==> src/rtl/rf_wb_scheduler_pkg.sv <==
// Shared defaults and source encoding for the register-file writeback scheduler.
package rf_wb_scheduler_pkg;

    localparam int DEFAULT_DATA_WIDTH  = 32;
    localparam int DEFAULT_REG_NUM     = 32;
    localparam int DEFAULT_REG_NUM_BIT = 5;

    typedef enum logic {
        SRC_ALU = 1'b0,
        SRC_LSU = 1'b1
    } src_e;

endpackage

==> src/rtl/rf_wb_scheduler_scoreboard.sv <==
// Per-register busy scoreboard: set on issue, clear on register-file write,
// with combinational lookups for the issue and the two source operands.
module rf_scoreboard
    import rf_wb_scheduler_pkg::*;
#(
    parameter int REG_NUM     = DEFAULT_REG_NUM,
    parameter int REG_NUM_BIT = DEFAULT_REG_NUM_BIT
) (
    input  logic                   clk,
    input  logic                   rst_n,
    input  logic                   set_en,
    input  logic [REG_NUM_BIT-1:0] set_idx,
    input  logic                   clear_en,
    input  logic [REG_NUM_BIT-1:0] clear_idx,
    input  logic [REG_NUM_BIT-1:0] iss_idx,
    input  logic [REG_NUM_BIT-1:0] rs1_idx,
    input  logic [REG_NUM_BIT-1:0] rs2_idx,
    output logic                   iss_busy,
    output logic                   rs1_busy,
    output logic                   rs2_busy
);

    logic [REG_NUM-1:0] busy;
    logic [REG_NUM-1:0] busy_next;

    // Set is applied after clear so a same-index collision resolves to busy.
    always_comb begin
        busy_next = busy;
        if (clear_en) busy_next[clear_idx] = 1'b0;
        if (set_en)   busy_next[set_idx]   = 1'b1;
        busy_next[0] = 1'b0;
    end

    always_ff @(posedge clk or negedge rst_n) begin
        if (!rst_n) begin
            busy <= '0;
        end else begin
            busy <= busy_next;
            assert (!(set_en && clear_en && set_idx == clear_idx))
                else $error("scoreboard: set and clear of x%0d in one cycle", set_idx);
            assert (!(clear_en && clear_idx != '0 && !busy[clear_idx]))
                else $warning("scoreboard: writeback to x%0d which is not busy", clear_idx);
        end
    end

    assign iss_busy = busy[iss_idx];
    assign rs1_busy = busy[rs1_idx];
    assign rs2_busy = busy[rs2_idx];

endmodule

==> src/rtl/rf_wb_scheduler.sv <==
// Round-robin arbiter between ALU and LSU writebacks onto the single
// register-file write port, plus the RAW/WAW busy scoreboard for decode.
module rf_wb_scheduler
    import rf_wb_scheduler_pkg::*;
#(
    parameter int DATA_WIDTH  = DEFAULT_DATA_WIDTH,
    parameter int REG_NUM     = DEFAULT_REG_NUM,
    parameter int REG_NUM_BIT = DEFAULT_REG_NUM_BIT
) (
    input  logic                   clk,
    input  logic                   rst_n,
    input  logic                   iss_valid,
    input  logic [REG_NUM_BIT-1:0] iss_rd,
    output logic                   iss_ready,
    input  logic [REG_NUM_BIT-1:0] rs1_addr,
    input  logic [REG_NUM_BIT-1:0] rs2_addr,
    output logic                   raw_stall,
    input  logic                   alu_valid,
    input  logic [REG_NUM_BIT-1:0] alu_rd,
    input  logic [DATA_WIDTH-1:0]  alu_data,
    output logic                   alu_ready,
    input  logic                   lsu_valid,
    input  logic [REG_NUM_BIT-1:0] lsu_rd,
    input  logic [DATA_WIDTH-1:0]  lsu_data,
    output logic                   lsu_ready,
    output logic                   rf_wen,
    output logic [REG_NUM_BIT-1:0] rf_waddr,
    output logic [DATA_WIDTH-1:0]  rf_wdata
);

    src_e last_grant;
    logic grant_alu;
    logic grant_lsu;
    logic set_en;
    logic iss_busy;
    logic rs1_busy;
    logic rs2_busy;

    // On a tie the source that did not win last time gets the port.
    always_comb begin
        grant_alu = alu_valid && (!lsu_valid || last_grant == SRC_LSU);
        grant_lsu = lsu_valid && (!alu_valid || last_grant == SRC_ALU);
    end

    assign alu_ready = grant_alu;
    assign lsu_ready = grant_lsu;

    always_ff @(posedge clk or negedge rst_n) begin
        if (!rst_n) begin
            last_grant <= SRC_LSU;
        end else if (grant_alu) begin
            last_grant <= SRC_ALU;
        end else if (grant_lsu) begin
            last_grant <= SRC_LSU;
        end
    end

    // x0 writebacks are consumed but never reach the register file.
    always_ff @(posedge clk or negedge rst_n) begin
        if (!rst_n) begin
            rf_wen   <= 1'b0;
            rf_waddr <= '0;
            rf_wdata <= '0;
        end else if (grant_alu) begin
            rf_wen   <= (alu_rd != '0);
            rf_waddr <= alu_rd;
            rf_wdata <= alu_data;
        end else if (grant_lsu) begin
            rf_wen   <= (lsu_rd != '0);
            rf_waddr <= lsu_rd;
            rf_wdata <= lsu_data;
        end else begin
            rf_wen   <= 1'b0;
        end
    end

    assign iss_ready = (iss_rd == '0) || !iss_busy;
    assign set_en    = iss_valid && iss_ready && (iss_rd != '0);
    assign raw_stall = ((rs1_addr != '0) && rs1_busy) || ((rs2_addr != '0) && rs2_busy);

    rf_scoreboard #(
        .REG_NUM     (REG_NUM),
        .REG_NUM_BIT (REG_NUM_BIT)
    ) u_scoreboard (
        .clk       (clk),
        .rst_n     (rst_n),
        .set_en    (set_en),
        .set_idx   (iss_rd),
        .clear_en  (rf_wen),
        .clear_idx (rf_waddr),
        .iss_idx   (iss_rd),
        .rs1_idx   (rs1_addr),
        .rs2_idx   (rs2_addr),
        .iss_busy  (iss_busy),
        .rs1_busy  (rs1_busy),
        .rs2_busy  (rs2_busy)
    );

endmodule

==> config.mk <==
export PLATFORM = sky130hd
export DESIGN_NAME = rf_wb_scheduler
export DESIGN_NICKNAME = d
export VERILOG_FILES = /design/src/rtl/rf_wb_scheduler_pkg.sv /design/src/rtl/rf_wb_scheduler_scoreboard.sv /design/src/rtl/rf_wb_scheduler.sv
export SDC_FILE = /design/constraint.sdc
export NUM_CORES = 1
export LEC_CHECK = 0
export CORE_ASPECT_RATIO = 1.25
export CORE_MARGIN = 8
export CORE_UTILIZATION = 42
export CTS_CLUSTER_SIZE = 25
export DETAILED_ROUTE_END_ITERATION = 12
export PLACE_DENSITY = 0.77
export REMOVE_ABC_BUFFERS = 1
export SYNTH_ARGS = -nofsm -noshare
export SYNTH_HDL_FRONTEND = slang
export SYNTH_SLANG_ARGS = --single-unit
export TNS_END_PERCENT = 100
==> constraint.sdc <==
create_clock -name clk -period 2 [get_ports clk]
set_input_delay 0.4 -clock clk [delete_from_list [all_inputs] [get_ports clk]]
set_output_delay 0.4 -clock clk [all_outputs]
set_load 0.02 [all_outputs]
==> results of run 1 <==
metal layers:
| layer | vias to the layer above | track usage |
|---|---|---|
| li1 | 2021 | - |
| met1 | 2104 | 0.242 |
| met2 | 241 | 0.389 |
| met3 | 40 | 0.0885 |
| met4 | 0 | 0.110 |
| met5 | - | 0 |
repair_timing:
item	CTS	global route
hold endpoints to repair	0	0
pin swaps	10	8
buffers inserted	3	1
resized for setup	39	16
endpoints found under the setup margin	20	15
gates cloned	0	0
layout by cell type, fill, tap and decap left out, types with 3 or more instances in the layout:
master           instances
buf_4                   53
buf_6                    7
o21ai_0                 53
dlygate4sd2_1            8
inv_1                   37
o22ai_1                 33
o221a_2                  5
clkdlybuf4s50_1        119
mux2i_1                 14
a31oi_1                 32
nand4_1                  3
dfrtp_1                 68
nor2_1                  41
nand2b_1                 3
a21oi_1                 39
nand3b_1                 8
buf_2                    3
clkbuf_16                9
o21ai_1                  7
nand3_1                  3
or3_1                    3
mux4_2                  21
o21ai_2                  4
nor3b_1                  4
nand2_1                 17
state kept, by name (all words and copies together), names as in the netlist:
name,count
rf_wen,1
u_scoreboard.busy,31
rf_wdata,32
rf_waddr,5
last_grant,1
cells by family (layout without fill, tap and decap cells):
logic type | count (synthesis) | count (layout) | share of synthesized area
AO/OA/AOI/OAI | 178 | 178 | 0.248
buffers and inverters | 71 | 248 | 0.0658
flip-flops | 70 | 70 | 0.421
multiplexers | 35 | 35 | 0.150
AND/OR/NAND/NOR | 95 | 95 | 0.115
through the flow:
| stage | instance area (um^2) | hold slack, ns | util | TNS (ns) |
|---|---|---|---|---|
| finish | 6300 | 0.0325 | 0.655 | -0.782 |
| floorplan | 4030 | 0.104 | - | -1.12 |
| CTS | 6290 | 0.0407 | 0.655 | -0.934 |
| detailed placement | 5980 | 0.399 | 0.622 | -16.77 |
| global placement | 5980 | 0.390 | 0.622 | -15.61 |
| global route | 6300 | 0.0565 | 0.655 | -1.06 |
final timing paths:
| check | cells past startpoint | slack [ns] | end |
|---|---|---|---|
| min reg2reg | 2 | 0.51 | last_grant |
| max reg2reg | 6 | 0.02 | u_scoreboard.busy[6] |
| max | 6 | -0.39 | iss_ready |
| min in group clk | 2 | 0.51 | last_grant |
| max in group asynchronous | 2 | 1.34 | last_grant |
| min | 1 | 0.03 | u_scoreboard.busy[8] |
report_power, final:
group | switching [mW] | internal, mW | leakage [nW]
registers | 0.478 | 1.85 | 0.801
logic | 1.06 | 1.30 | 1.68
clock network | 0.583 | 0.905 | 0.140
total | 2.12 | 4.05 | 2.62
cell type report:
| type | count | share of cell area |
|---|---|---|
| multi-input combinational | 308 | 0.342 |
| clock inverter | 3 | 0.00298 |
| timing repair buffer | 195 | 0.288 |
| inverter | 37 | 0.0221 |
| clock buffer | 13 | 0.0413 |
| tap | 126 | 0.0250 |
| sequential | 70 | 0.279 |
==> run metrics, run 1 <==
run status=finished, violations left; failing checks=negative setup slack; via count=4,406; Initial Utilization=0.433; DP Cell Count=around 730; HP Class=input pin to asynchronous set/reset pin; Static Leakage=2.62 nW; Top delay family on crit path=multiplexers; Post-route DRC=0; EDFF count, synth=0; count of antenna-violating nets left after detailed routing=0; fin worst setup slack=-0.393 ns; initial antenna violation count=0; number of distinct library cells after synthesis=33; Port-buffer cells=approximately 140; clk sinks=70; Least-Margin Pin Slew=0.712 ns; highest layer used for signal routing=met4; grt total ovfl=0; DR iter-0 viols=around 280; final WL=~15,000 um; Slew headroom=0.526; pin count of the biggest net entering global routing=79; RR Startpoint=u_scoreboard.busy[31]; Nets=715; Area growth syn-to-layout=51.3%; Max Cap Viol=0; crit end category=output port; Yosys top cell area share=0.415; Via density=5.86; CP Class=flip-flop to output port; Finish-stage setup viols=2; main area contributors after synthesis=dfrtp_1 41%, mux4_2 9.7%, o21ai_0 7.2%; number of buffers on the longest clock path=2; cell chain of the critical path=buf_4, mux4_2, nor3b_4, a2111oi_2, a21oi_1, buf_4; Critical-path top delay cell=mux4_2; CTS tree=yes; fillers=775; hpwl dp=11,800 um; sequential share of the synthesized area=0.421; I/O Pins=about 140; hold_buf cts=0; register clock-pin slew on the reported worst setup and hold paths=0.05 ns; CTS Root Cell=clkbuf_16; pwr dens=979 nW/um^2; crit path max fanout=2; routed length on met2=7350 um; Worst EP arrival=1.99 ns; die extent in y=approximately 130 um; ys async rst share=1.00; RSZ-0062 raised after global routing=yes; Setup WS pre-CTS=-1.14 ns; CP dominant cell by count=buf_4; GRT Total Usage=0.228; Post-Syn Area per Cell=~9.3 um^2; Ant. Diodes=0; metal3 WL=1520 um; Chip Width=roughly 110 um; CP startpoint kind=flip-flop; Main synth FF type=dfrtp_1; top post-synthesis cells by count=69 x dfrtp_1, 60 x o21ai_0, 41 x nor2_1; Clock Latency Late Sink=0.33 ns; top-count cell post-synth=dfrtp_1; skew final=around 0.0086 ns; fin cells=752; first-pass GRT wire length=24,400 um; Core Region=a little under 10,000 um^2; vias in the first global route=4,648; fmax=418 MHz; Setup crit start=u_scoreboard.busy[16]; worst path bufs/invs=2; clock period minus worst slack=2.39 ns; layout cell share with drive strength beyond 1=0.195; Final Max Tran Viols=0; area occupied by multi-input gates=2150 um^2; DRT Pass-1 Iters=4; TritonCTS buffer count=9; Netlist Area Pre-Place=around 4200 um^2; fin crit share=1.20; Syn Inst Count=449; Hold Fails Final Rpt=0; Synth Register Bits=70; critical path required time=1.60 ns; synth warn=0; slowest stage delay, CP=0.48 ns; routed length on met1=5640 um; largest area contributor in the netlist=dfrtp_1; floorplan die area=between 10,000 and 15,000 um^2; register area=1750 um^2; Rows=40; DR WL/cell=20.1 um; H-tree levels=3; Placer Congestion=0.985; Peak VDD IR=about 0.00067 V; Total Power=6.17 mW
Power figures use the tool's default switching activity.
==> inputs of run 2 (changes only) <==
--- a/config.mk
+++ b/config.mk
@@ -5,7 +5,6 @@
 export SDC_FILE = /design/constraint.sdc
 export NUM_CORES = 1
 export LEC_CHECK = 0
-export CORE_ASPECT_RATIO = 1.25
 export CORE_MARGIN = 8
 export CORE_UTILIZATION = 42
 export CTS_CLUSTER_SIZE = 25
==> run metrics, run 2 (synthesis results as in run 1) <==
run status=finished, violations left; failing checks=negative setup slack; Setup WS pre-CTS=-1.12 ns; flop2flop setup slack=0 ns; pwr dens=just over 900 nW/um^2; share of power burned in registers=0.391; Port-buffer cells=around 140; Clk pwr share=0.179; RSZ-0062 raised after global routing=yes; Pint=3.77 mW; Post-route DRC=0; GRT Total Usage=0.236; DR iter-0 viols=260; crit path max fanout=3; Setup crit start=u_scoreboard.busy[18]; clk sinks=70; CTS tree=yes; Hold Fails Final Rpt=0; most frequent cells in the layout=119 x clkdlybuf4s50_1, 68 x dfrtp_1, 57 x buf_4; Core Region=9680 um^2; layout cell share with drive strength beyond 1=0.209; vias in the first global route=4,735; floorplan die area=13,400 um^2; net switching power figure=2.06 mW; combinational share of power=0.429; fmax=between 400 and 500 MHz; DRT Pass-1 Iters=5; area of all placed cells without fillers=between 6000 and 7000 um^2; Area growth syn-to-layout=53.2%; CP endpoint=raw_stall; RR Startpoint=u_scoreboard.busy[6]; Peak VDD IR=approximately 0.00037 V; Nets=723; fin crit share=1.22; fin worst setup slack=-0.440 ns; Rows=36; die extent in y=116 um; register clock-pin slew on the reported worst setup and hold paths=~0.07 ns; I/O Pins=136; Ant. Diodes=0; final WL=between 15,000 and 20,000 um; grt total ovfl=0; Finish-stage setup viols=3; CTS Root Cell=clkbuf_8; number of buffers on the longest clock path=2; clock period minus worst slack=2.44 ns; Final Max Tran Viols=0; Static Leakage=2.67 nW; Top Registers=rf_wdata x32, u_scoreboard.busy x31, rf_waddr x5; Placer Congestion=around 0.94; Slew headroom=0.710; Max Cap Viol=0; setup TNS=-0.848 ns; via count=4,427; H-tree levels=3; hpwl dp=11,200 um; Total Power=5.83 mW; most common cell after layout, fill and taps aside=clkdlybuf4s50_1; CP Class=flip-flop to output port; initial antenna violation count=0; pin count of the biggest net entering global routing=103; Initial Utilization=0.430; Clock Latency Late Sink=0.35 ns; R2R depth=6; Worst R2R End=u_scoreboard.busy[5]; TritonCTS buffer count=9; count of antenna-violating nets left after detailed routing=0; DR WL/cell=20.1 um; switching part of the total power=0.353; Largest Register=rf_wdata; Via density=5.79; Largest register FFs=32; CP startpoint kind=flip-flop; first-pass GRT wire length=between 20,000 and 25,000 um; Worst EP arrival=2.04 ns; Chip Width=approximately 120 um; Least-Margin Pin Slew=0.434 ns; skew final=roughly 0.0073 ns; critical path required time=1.60 ns; DP Area=between 6000 and 7000 um^2; crit end category=output port; HP Class=input pin to asynchronous set/reset pin
==> run 2: per-layer routing <==
metal / track usage / vias up / routed length, um
met1: 0.267 / 2129 / 5890
met3: 0.121 / 31 / 1970
met2: 0.378 / 239 / 7210
met4: 0.0771 / 0 / 311
met5: 0 / - / 0
li1: - / 2028 / -
==> run 2: how the worst min path moves through the flow <==
stage          start                     to  slack [ns]
3_5_place_dp   rst_n  u_scoreboard.busy[27]        0.45
5_1_grt        rst_n  u_scoreboard.busy[27]        0.09
4_1_cts        rst_n  u_scoreboard.busy[27]        0.08
2_1_floorplan  rst_n            rf_waddr[0]        0.10
6_report       rst_n  u_scoreboard.busy[27]        0.06
3_3_place_gp   rst_n  u_scoreboard.busy[25]        0.45
==> run 2: what timing repair did <==
| item | 4_1_cts | 5_1_grt |
|---|---|---|
| gates cloned | 1 | 1 |
| hold buffers | 0 | 0 |
| setup endpoints to repair | 29 | 21 |
| pin swaps | 6 | 3 |
| resized for setup | 42 | 19 |
| buffers inserted | 4 | 1 |
==> run 2: power groups by stage <==
| stage | registers, mW | logic, mW | clock network, mW |
|---|---|---|---|
| global placement | 2.26 | 2.22 | 0 |
| CTS | 2.26 | 2.40 | 1.07 |
| floorplan | 2.27 | 1.06 | 0 |
| detailed placement | 2.28 | 2.29 | 0 |
| global route | 2.32 | 2.71 | 1.13 |
| finish | 2.28 | 2.50 | 1.05 |
==> run 2: worst max-delay path, cell delays in order (launching register included) <==
cell,delay (ns)
dfrtp_1,0.40
buf_6,0.13
mux4_2,0.48
mux2i_4,0.19
nor3b_2,0.07
nor3_1,0.16
nand4_1,0.12
buf_6,0.15
==> run 2: area by class of cell <==
| class | count | area [um^2] |
|---|---|---|
| Sequential cell | 70 | 1750 |
| Timing Repair Buffer | 203 | 1950 |
| Clock inverter | 1 | 5.00 |
| Fill cell | 797 | 3310 |
| Multi-Input combinational cell | 308 | 2190 |
| Clock buffer | 13 | 169 |
| Inverter | 37 | 139 |
| Tap cell | 133 | 166 |
==> run 2: metrics by stage <==
step	utilization	hold WS [ns]	instances
finish	0.659	0.0639	765
global route	0.659	0.0948	765
CTS	0.651	0.0819	763
detailed placement	0.622	0.451	744
global placement	0.622	0.447	744
floorplan	-	0.104	415
